--- config.mk ---
export PLATFORM = sky130hd
export DESIGN_NAME = sipo_register_flat
export DESIGN_NICKNAME = d
export VERILOG_FILES = /design/src/rtl/sipo_pkg.sv /design/src/rtl/sipo_register_if.sv /design/src/rtl/sipo_shift_buf.sv /design/src/rtl/sipo_register.sv /design/src/flat_wrapper.sv
export SDC_FILE = /design/constraint.sdc
export NUM_CORES = 1
export LEC_CHECK = 0
export CAP_MARGIN = 20
export CORE_UTILIZATION = 50
export CTS_BUF_LIST = sky130_fd_sc_hd__clkbuf_8
export CTS_CLUSTER_DIAMETER = 200
export CTS_CLUSTER_SIZE = 14
export DETAILED_ROUTE_END_ITERATION = 10
export GPL_TIMING_DRIVEN = 0
export PLACE_DENSITY = 0.73
export SETUP_SLACK_MARGIN = 0.02
export SLEW_MARGIN = 25
export SYNTH_ARGS = -nofsm -noshare
export SYNTH_HDL_FRONTEND = slang
export SYNTH_SLANG_ARGS = --single-unit
--- constraint.sdc ---
create_clock -name clk -period 4.1 [get_ports clk]
set_input_delay 1.025 -clock clk [delete_from_list [all_inputs] [get_ports clk]]
set_output_delay 1.025 -clock clk [all_outputs]
set_load 0.01 [all_outputs]
--- src/rtl/sipo_pkg.sv ---
// Shared types and sizing for the serial-in parallel-out frame assembler.
package sipo_pkg;

  localparam int W_DEF = 4;
  localparam int N_DEF = 4;

  function automatic int cnt_width(input int n);
    return $clog2(n + 1);
  endfunction

  localparam int CNT_W = cnt_width(N_DEF);

  typedef logic [N_DEF-1:0][W_DEF-1:0] frame_t;

endpackage

--- src/rtl/sipo_register_if.sv ---
// Serial word input and parallel frame output of the SIPO register.
interface sipo_register_if
  import sipo_pkg::*;
#(
  parameter int W = W_DEF,
  parameter int N = N_DEF
);

  logic [W-1:0]              sin;
  logic                      sin_valid;
  logic                      sin_ready;
  logic [N*W-1:0]            pout;
  logic                      pout_valid;
  logic                      pout_ready;
  logic [cnt_width(N)-1:0]   fill_cnt;

  modport master (
    output sin, sin_valid, pout_ready,
    input  sin_ready, pout, pout_valid, fill_cnt
  );

  modport slave (
    input  sin, sin_valid, pout_ready,
    output sin_ready, pout, pout_valid, fill_cnt
  );

endinterface

--- src/rtl/sipo_shift_buf.sv ---
// N-stage W-bit shift chain; new words enter at the top stage, oldest word ends in stage 0.
module sipo_shift_buf #(
  parameter int W = 4,
  parameter int N = 4
) (
  input  logic                clk,
  input  logic                reset,
  input  logic                shift_en_i,
  input  logic [W-1:0]        din_i,
  output logic [N-1:0][W-1:0] stages_o
);

  logic [N-1:0][W-1:0] stages_q;

  always_ff @(posedge clk or posedge reset) begin
    if (reset) begin
      stages_q <= '0;
    end else if (shift_en_i) begin
      for (int i = 0; i < N - 1; i++) begin
        stages_q[i] <= stages_q[i+1];
      end
      stages_q[N-1] <= din_i;
    end
  end

  assign stages_o = stages_q;

endmodule

--- src/rtl/sipo_register.sv ---
// Assembles N serial W-bit words into one frame and presents it with valid/ready.
module sipo_register
  import sipo_pkg::*;
#(
  parameter int W = W_DEF,
  parameter int N = N_DEF
) (
  input  logic            clk,
  input  logic            reset,
  sipo_register_if.slave  bus
);

  localparam int CW = cnt_width(N);

  typedef logic [N-1:0][W-1:0] lanes_t;

  lanes_t          stages;
  lanes_t          shifted;
  lanes_t          pout_q, pout_d;
  logic [CW-1:0]   fill_cnt_q, fill_cnt_d;
  logic            pout_valid_q, pout_valid_d;
  logic            accept, out_free, last_word, stalled, load;

  assign bus.sin_ready = (fill_cnt_q != CW'(N));
  assign accept        = bus.sin_valid && bus.sin_ready;
  assign out_free      = !pout_valid_q || bus.pout_ready;
  assign last_word     = accept && (fill_cnt_q == CW'(N - 1));
  assign stalled       = (fill_cnt_q == CW'(N));
  assign load          = out_free && (last_word || stalled);

  sipo_shift_buf #(
    .W (W),
    .N (N)
  ) u_shift_buf (
    .clk        (clk),
    .reset      (reset),
    .shift_en_i (accept),
    .din_i      (bus.sin),
    .stages_o   (stages)
  );

  // Frame as it will look after the current word shifts in, so the last word
  // can go straight to the output without a stall cycle.
  always_comb begin
    shifted = stages;
    for (int i = 0; i < N - 1; i++) begin
      shifted[i] = stages[i+1];
    end
    shifted[N-1] = bus.sin;
  end

  always_comb begin
    fill_cnt_d   = fill_cnt_q;
    pout_valid_d = pout_valid_q;
    pout_d       = pout_q;
    if (load) begin
      fill_cnt_d   = '0;
      pout_valid_d = 1'b1;
      pout_d       = stalled ? stages : shifted;
    end else begin
      if (accept) begin
        fill_cnt_d = fill_cnt_q + CW'(1);
      end
      if (bus.pout_ready) begin
        pout_valid_d = 1'b0;
      end
    end
  end

  always_ff @(posedge clk or posedge reset) begin
    if (reset) begin
      fill_cnt_q   <= '0;
      pout_valid_q <= 1'b0;
      pout_q       <= '0;
    end else begin
      fill_cnt_q   <= fill_cnt_d;
      pout_valid_q <= pout_valid_d;
      pout_q       <= pout_d;
    end
  end

  assign bus.pout       = pout_q;
  assign bus.pout_valid = pout_valid_q;
  assign bus.fill_cnt   = fill_cnt_q;

endmodule

--- src/flat_wrapper.sv ---
// flat-port wrapper written by rule: the top's interface ports become plain ports
module sipo_register_flat import sipo_pkg::*;
#(
  parameter int W = W_DEF,
  parameter int N = N_DEF
)
  (clk, reset, bus_sin, bus_sin_valid, bus_pout_ready, bus_sin_ready, bus_pout, bus_pout_valid, bus_fill_cnt);
  sipo_register_if #(.W(W), .N(N)) bus_i ();
  input  logic clk;
  input  logic reset;
  input wire logic [$bits(bus_i.sin)-1:0] bus_sin;
  input wire logic [$bits(bus_i.sin_valid)-1:0] bus_sin_valid;
  input wire logic [$bits(bus_i.pout_ready)-1:0] bus_pout_ready;
  output wire logic [$bits(bus_i.sin_ready)-1:0] bus_sin_ready;
  output wire logic [$bits(bus_i.pout)-1:0] bus_pout;
  output wire logic [$bits(bus_i.pout_valid)-1:0] bus_pout_valid;
  output wire logic [$bits(bus_i.fill_cnt)-1:0] bus_fill_cnt;
  assign bus_i.sin = bus_sin;
  assign bus_i.sin_valid = bus_sin_valid;
  assign bus_i.pout_ready = bus_pout_ready;
  assign bus_sin_ready = bus_i.sin_ready;
  assign bus_pout = bus_i.pout;
  assign bus_pout_valid = bus_i.pout_valid;
  assign bus_fill_cnt = bus_i.fill_cnt;
  sipo_register #(.W(W), .N(N)) u_core (.clk(clk), .reset(reset), .bus(bus_i));
endmodule
After elaboration in Yosys (flattened, before gate mapping)
Index checks and enable logic that the tools add are counted.

Flip-flop bits (word level): 36. Bits in latches: 0. Memory bits (writable): 0. Bits in read-only memories: 0. Bits of input ports: 8. Output and inout bits: 21. Logic and storage cells: 27. Memories: 0.

$add $sub $neg: 1. Multipliers: 0. Div/mod/pow operators: 0. Magnitude comparators: 0. Equal/unequal tests: 3. Shifts and indexed selects: 0. Mux-type cells: 5. Bitwise operators: 0. Reductions and logical operators: 8.

Operators by type and width (count): $mux 16 (1); $mux 3 (2); $reduce_bool 2->1 (2); $add 3x1->3 const B (1); $eq 3x2->1 const B (1); $eq 3x3->1 const B (1); $logic_and 1x1->1 (3); $ne 3x3->1 const B (1); $logic_or 1x1->1 (2); $mux 1 (2); $logic_not 1->1 (1).

Longest topological paths before layout
Gate-level depths: netlist of run 1.

Depth after elaboration: 6. Depth in mapped cells: 7. Depth with buffers taken out: 5.

By module
A second synthesis of run 1 with hierarchy kept.

Cells, all modules: 111. Area total of the unflattened synthesis: 1756.7 µm².

Modules (own cells, without submodules): sipo_register (instances 1, cells an instance 76, area each 1103.6 µm², sequential area each 500.5 µm²); sipo_shift_buf (instances 1, cells an instance 35, area each 653.1 µm², sequential area each 400.4 µm²).

Least setup slack after synthesis of run 1
OpenSTA, ideal clock, no wires.

Kind: register to output. Start point: register u_core.fill_cnt_q[0] (netlist: u_core.bus.fill_cnt[0]). End point: output bus_sin_ready. Data arrival time: 1.021 ns. Data required time: 3.075 ns. Setup slack: 2.054 ns. Cell stages (with the launch flop): 5. Buffers on the path: 1. Cell sequence: dfrtp_1 -> inv_1 -> ha_1 -> nand2_4 -> buf_6.

Cells in the longest elaborated chain, start to end: 1.

Ends and longest elaborated chain: from (decl) (line sipo_register.sv:20) `logic [CW-1:0] fill_cnt_q, fill_cnt_d;`; from (signal assigned) (line sipo_register.sv:76) `fill_cnt_q <= fill_cnt_d;`; $ne 3x3->1 (line sipo_register.sv:24) `assign bus.sin_ready = (fill_cnt_q != CW'(N));`; to (decl) (line flat_wrapper.sv:14) `output wire logic [$bits(bus_i.sin_ready)-1:0] bus_sin_ready;`.

No other way between the ends.

Worst setup path after layout of run 1
Same ends and word-level chain as after synthesis.

==> run summary, run 1 <==
Pin count of the biggest net entering global routing - 37
Crit path time final - 2.94 ns
Via density - 5.04
Post-cts sizing count - 0
Input/output buffers - 28
Ant diodes - 0
Post-Route WL - 2710 um
WS Path Type - flop to primary output
Post-Syn Instances - 109
Setup bufs post-CTS - 0
Clock Tree Root - clkbuf_8
CTS buffer count - 5
GP Congestion - 0.689
Vias in the first global route - 997
Net switching power - 0.000572 W
Area Growth Syn to Fin - 24.5%
Worst-margin pin slew - 0.729 ns
Fmax - 340 MHz
Final Hold Fails - 0
Slowest CP cell - clkdlybuf4s50_1
Leakage - 0.935 nW
Sum Neg Setup Slack - 0 ns
Syn_nets - 120
Peak supply drop - 0.427 mV
CTS Hold Bufs - 0
Initial antenna violation count - 0
Clock network power share - 12.4%
Die Y-Extent - 60.1 um
Pre-CTS setup slack - 1.33 ns
Post-route ant nets - 0
Htree depth - 2
Clk sinks - 36
CP required - 3.07 ns
Post-route clock period utilization - 71.8%
RSZ-0062 raised after global routing - no
Switch share - 31.2%
Final Max Slew Viols - 0
DR DRC count - 0
Internal power - 0.00126 W
Chip width - 60.1 um
Crit path arrival time - 1.92 ns
Logic pwr share - 51.2%
Headroom to the max-slew limit - 51.3%
Clk slew on worst S/H paths - 0.07 ns
Cell Chain, Critical Path - inv_1 > ha_1 > nand2_4 > buf_6 > clkdlybuf4s50_1
Peak fanout along the critical path - 10
Max-cap viol count - 0
Hold Crit Class - flop to flop
Congestion Overflow GR - 0
P per Cell Area - 874 mW/mm^2
Synth Cell Area - 0.00169 mm^2
Final #Nets - 155
WL/cell - 14.4 um
CORE AREA - 0.00313 mm^2
Final setup fails - 0
Final worst slack - 1.16 ns
Largest delay share family, worst path - buffers and inverters
FF+latch count, synth - 36
Cell variety after synth - 19
DR vias - 947
FP Rows - 20
Die Footprint - 0.00361 mm^2
Initial core utilization - 53.9%
First-pass GRT wire length - 4530 um
Max clock buf depth - 2
Clock Skews - 0.00203 ns
CP Launch Type - flop
Share of post-route cells with drive strength above 1 - 43.1%
DRT Pass-1 Iters - 2
Total GRT Usage - 18.1%
CP Buf/Inv Count - 3
Io pins - 29
TritonCTS clock tree - built
Reg power frac - 36.4%
Register area share after synthesis - 53.5%
Syn_area_per_cell - 15.5 um^2
Slowest stage delay, CP - 0.55 ns
YS warnings - 0
Worst-Skew Late Latency - 0.28 ns
Critical Path End Type - primary output
Dpl hpwl - 1780 um
Outcome - finished, final reports clean
DRT iter0 DRCs - 19
==> power by group through the flow <==
| stage | combinational [W] | clock (W) | sequential, W |
|---|---|---|---|
| after floorplan | 0.000601 | 0 | 0.000697 |
| after global placement | 0.000933 | 0 | 0.000661 |
| after detailed placement | 0.000952 | 0 | 0.000672 |
| final | 0.000939 | 0.000227 | 0.000667 |
| after CTS | 0.000953 | 0.000235 | 0.000669 |
| after global routing | 0.00101 | 0.000246 | 0.000695 |
==> kinds of logic (layout without fill, tap and decap cells) <==
group | Yosys count | count (layout) | synth area share [%]
xor gates and xnor gates | 1 | 1 | 0.520
DFF | 36 | 36 | 53.5
buffers and inverters | 10 | 45 | 3.86
and+or+nand+nor | 5 | 5 | 1.63
muxes | 48 | 48 | 35.2
AOI/OAI and AO/OA | 6 | 6 | 3.12
adders and majority gates | 3 | 3 | 2.23
==> cell usage after synthesis <==
cell       n  area share [%]
buf_8      1            0.89
nand2_1    1            0.22
nand3_1    1            0.30
o21ai_0    1            0.30
buf_2      1            0.30
mux2_4    14              12
buf_6      2             1.3
a21bo_2    1            0.59
a311oi_1   1            0.52
a22oi_1    1            0.45
dfrtp_1   36              53
nor2_1     2            0.45
xnor2_1    1            0.52
mux2_2    34              23
a21oi_4    1            0.97
nand2_4    1            0.67
ha_1       3             2.2
inv_1      6             1.3
a21oi_1    1            0.30
==> worst paths after layout <==
| kind | start | end | slack, ns | cells after the start |
|---|---|---|---|---|
| worst min register to register | u_core.bus.pout[3]$_DFFE_PP0P_ | u_core.bus.pout[3]$_DFFE_PP0P_ | 0.51 | 1 |
| worst max register to register | u_core.bus.fill_cnt[0]$_DFFE_PP0P_ | u_core.bus.pout[15]$_DFFE_PP0P_ | 2.18 | 6 |
| max in group asynchronous | reset | u_core.u_shift_buf.stages_o[15]$_DFFE_PP0P_ | 2.45 | 2 |
| worst min-delay path | u_core.bus.pout[3]$_DFFE_PP0P_ | u_core.bus.pout[3]$_DFFE_PP0P_ | 0.51 | 1 |
| min in group asynchronous | reset | u_core.bus.pout[14]$_DFFE_PP0P_ | 1.19 | 2 |
| worst max-delay path | u_core.bus.fill_cnt[0]$_DFFE_PP0P_ | bus_sin_ready | 1.16 | 5 |
==> sequential cells by signal (all words and copies together), names as in the netlist <==
name and count:
u_core.bus.pout_valid 1, u_core.u_shift_buf.stages_o 16, u_core.bus.fill_cnt 3, u_core.bus.pout 16
==> metal layers <==
metal,part of all wire [%],wire [um],GRT usage (%),vias up
met2,50,1370,30.3,22
met5,0,0,0,-
met1,45,1230,21.0,471
met4,0.89,24,6.98,0
li1,-,-,-,450
met3,3.1,83,6.71,4
==> cell type report <==
| type | instances | area (um^2) |
|---|---|---|
| clock inverters | 2 | 8.76 |
| inverters | 6 | 22.5 |
| clock buffers | 5 | 68.8 |
| well taps | 44 | 55.1 |
| plain buffers | 4 | 42.5 |
| multi-input cells | 63 | 719 |
| flip-flops and latches | 36 | 901 |
| repair buffers | 28 | 280 |
| fillers | 247 | 1030 |
==> through the flow <==
step           total power [W]  instance area (um^2)  utilization (%)  cells  hold slack [ns]
5_1_grt                0.00195                  2100             67.1    188            0.526
2_1_floorplan          0.00130                  1690                -    109            0.475
3_5_place_dp           0.00162                  2020             64.6    181            0.490
3_3_place_gp           0.00159                  2020             64.6    181            0.488
6_report               0.00183                  2100             67.1    188            0.507
4_1_cts                0.00186                  2100             67.1    188            0.508
==> placed cells by master, fill, tap and decap left out, types with 2 or more instances in the layout <==
cell             instances
dfrtp_1                 36
mux2_2                  34
clkdlybuf4s50_1         28
mux2_4                  14
inv_1                    6
clkbuf_8                 5
ha_1                     3
buf_6                    2
nor2_1                   2
Power figures use the tool's default switching activity.
==> run 2: changes to the inputs <==
Settings changed: CORE_UTILIZATION 50 to 49, PLACE_DENSITY 0.73 to 0.75.
Clock period 4.1 ns to 2.5 ns, I/O delays scaled along.
==> run summary, run 2 (same netlist as run 1, synthesis figures left out) <==
Outcome - finished, final reports clean (unchanged)
Area Growth Syn to Fin - 26.7% (was 24.5%)
Cell Chain, Critical Path - inv_1 > ha_1 > nand2_4 > buf_6 > dlymetal6s2s_1 (was inv_1 > ha_1 > nand2_4 > buf_6 > clkdlybuf4s50_1)
Die Footprint - 0.00368 mm^2 (was 0.00361 mm^2)
Final setup fails - 0 (unchanged)
Critical R2R Capture - u_core.bus.pout[11]$_DFFE_PP0P_ (was u_core.bus.pout[15]$_DFFE_PP0P_)
Io pins - 29 (unchanged)
Peak supply drop - 0.696 mV (was 0.427 mV)
First-pass GRT wire length - 4800 um (was 4530 um)
Chip width - 60.6 um (was 60.1 um)
Post-route clock period utilization - 83.4%
Hold Crit Class - flop to flop (unchanged)
Filler Cell Count - 272 (was 247)
Max clock buf depth - 2 (unchanged)
Slowest CP cell - dfrtp_1 (was clkdlybuf4s50_1)
Worst reg2reg startpoint - u_core.bus.fill_cnt[1]$_DFFE_PP0P_ (was u_core.bus.fill_cnt[0]$_DFFE_PP0P_)
RSZ-0062 raised after global routing - no (unchanged)
Fmax - 480 MHz
Max-cap viol count - 0 (unchanged)
Clock Skews - 0.00390 ns (was 0.00203 ns)
P per Cell Area - 1460 mW/mm^2 (was 874 mW/mm^2)
Share of post-route cells with drive strength above 1 - 44.5% (was 43.1%)
Pin count of the biggest net entering global routing - 37 (unchanged)
Final Max Slew Viols - 0 (unchanged)
Leakage - 0.954 nW (was 0.935 nW)
Final #Nets - 157 (was 155)
Worst Setup SP - u_core.bus.fill_cnt[0]$_DFFE_PP0P_ (unchanged)
Via density - 5.14 (was 5.04)
Area of placed instances - 0.00202 mm^2 (unchanged)
Commonest cells after routing, fill and taps aside - dfrtp_1 (36), mux2_2 (34), clkdlybuf4s50_1 (27), mux2_4 (14), clkbuf_8 (7) (was dfrtp_1 (36), mux2_2 (34), clkdlybuf4s50_1 (28), mux2_4 (14), inv_1 (6))
WL/cell - 15.1 um (was 14.4 um)
GP Congestion - 0.687 (was 0.689)
Input/output buffers - 28 (unchanged)
Clk slew on worst S/H paths - 0.07 ns (about the same)
Slowest stage delay, CP - 0.40 ns (was 0.55 ns)
Worst-Skew Late Latency - 0.28 ns (about the same)
DRT iter0 DRCs - 39 (was 19)
Post-Route WL - 2860 um (was 2710 um)
CTS buffer count - 5 (unchanged)
Multi-input logic area - 719 um^2 (unchanged)
Clk sinks - 36 (unchanged)
Total GRT Usage - 18.8% (was 18.1%)
CORE AREA - 0.00315 mm^2 (was 0.00313 mm^2)
DR DRC count - 0 (unchanged)
DR vias - 977 (was 947)
Congestion Overflow GR - 0 (unchanged)
WHS - 0.505 ns (was 0.507 ns)
Non-Filler Cell Area, Final - 0.00213 mm^2 (was 0.00210 mm^2)
WS Path Type - flop to primary output (unchanged)
Worst-margin pin slew - 0.726 ns (was 0.729 ns)
Headroom to the max-slew limit - 51.5% (was 51.3%)
Initial core utilization - 53.5% (was 53.9%)
Htree depth - 2 (unchanged)
Die Y-Extent - 60.6 um (was 60.1 um)
DRT Pass-1 Iters - 4 (was 2)
Post-route ant nets - 0 (unchanged)
Sum Neg Setup Slack - 0 ns (unchanged)
Crit path time final - 2.09 ns
Register area - 901 um^2 (unchanged)
Initial antenna violation count - 0 (unchanged)
Clock Tree Root - clkbuf_8 (unchanged)
R2R depth - 7 (was 6)
Final Hold Fails - 0 (unchanged)
CP Launch Type - flop (unchanged)
Worst setup path end - bus_sin_ready (unchanged)
Crit path arrival time - 1.46 ns (was 1.92 ns)
FP Rows - 20 (unchanged)
Most common cell after layout, fill and taps aside - dfrtp_1 (unchanged)
Dpl hpwl - 1860 um (was 1780 um)
Critical Path End Type - primary output (unchanged)
Peak fanout along the critical path - 10 (unchanged)
TritonCTS clock tree - built (unchanged)
Vias in the first global route - 1019 (was 997)
Ant diodes - 0 (unchanged)
Reg-to-reg slack, setup - 0.51 ns (was 2.18 ns)
CP required - 1.88 ns (was 3.07 ns)
==> run 2: cell types whose count changed in the layout (fill, tap and decap cells not counted) <==
cell             before  now
buf_4                 0    2
clkbuf_8              5    7
clkdlybuf4s50_1      28   27
clkinv_2              1    0
dlymetal6s2s_1        0    1
inv_1                 6    5
==> run 2: layout make-up <==
| type | instances | area share [%] |
|---|---|---|
| Timing Repair Buffer | 30 | 14.0 |
| Buffer | 4 | 1.99 |
| Tap cell | 44 | 2.58 |
| Clock buffer | 7 | 4.51 |
| Sequential cell | 36 | 42.2 |
| Inverter | 6 | 1.06 |
| Multi-Input combinational cell | 63 | 33.7 |
==> run 2: worst min-delay path by stage <==
stage | start | to | slack [ns] | cells after the start
floorplan | u_core.u_shift_buf.stages_o[3]$_DFFE_PP0P_ | u_core.u_shift_buf.stages_o[3]$_DFFE_PP0P_ | 0.48 | 1
global placement | u_core.u_shift_buf.stages_o[2]$_DFFE_PP0P_ | u_core.u_shift_buf.stages_o[2]$_DFFE_PP0P_ | 0.49 | 1
detailed placement | u_core.bus.pout[6]$_DFFE_PP0P_ | u_core.bus.pout[6]$_DFFE_PP0P_ | 0.49 | 1
CTS | u_core.u_shift_buf.stages_o[3]$_DFFE_PP0P_ | u_core.u_shift_buf.stages_o[3]$_DFFE_PP0P_ | 0.51 | 1
global route | u_core.bus.pout[6]$_DFFE_PP0P_ | u_core.bus.pout[6]$_DFFE_PP0P_ | 0.52 | 1
finish | u_core.bus.pout[6]$_DFFE_PP0P_ | u_core.bus.pout[6]$_DFFE_PP0P_ | 0.50 | 1
==> run 2: report_power, final <==
part	total (W)	switching (W)	leakage, nW	internal [W]
Clock	0.000442	0.000196	0.0503	0.000245
Combinational	0.00157	0.000553	0.477	0.00101
Sequential	0.00110	0.000213	0.426	0.000887
Total	0.00311	0.000963	0.954	0.00215
==> run 2: routing by layer <==
layer	part of all wire, %	vias to the layer above	track usage [%]
li1	-	450	-
met1	43	489	21.1
met2	49	32	31.4
met3	6.0	6	8.10
met4	1.5	0	8.12
met5	0	-	0
==> run 2: what timing repair did <==
item                       4_1_cts  5_1_grt
hold buffers                     0        0
pin swaps                        1        0
buffers inserted                 1        1
resized for setup                0        1
setup endpoints to repair        1        1
==> run 2: per-stage QoR <==
stage	util, %	power [W]	worst slack [ns]	instances
after floorplan	-	0.00213	0.750	109
after global placement	64.1	0.00261	0.147	181
after detailed placement	64.1	0.00267	0.122	181
after CTS	67.4	0.00314	0.0452	189
after global routing	67.7	0.00331	0.360	190
final	67.7	0.00311	0.415	190
==> run 2: worst max-delay path: cells and delay by family, from the launching register on <==
kind / cells / cell delay, ns
buf+inv: 3 / 0.44
fa+ha+maj: 1 / 0.25
flops: 1 / 0.40
simple gates: 1 / 0.08
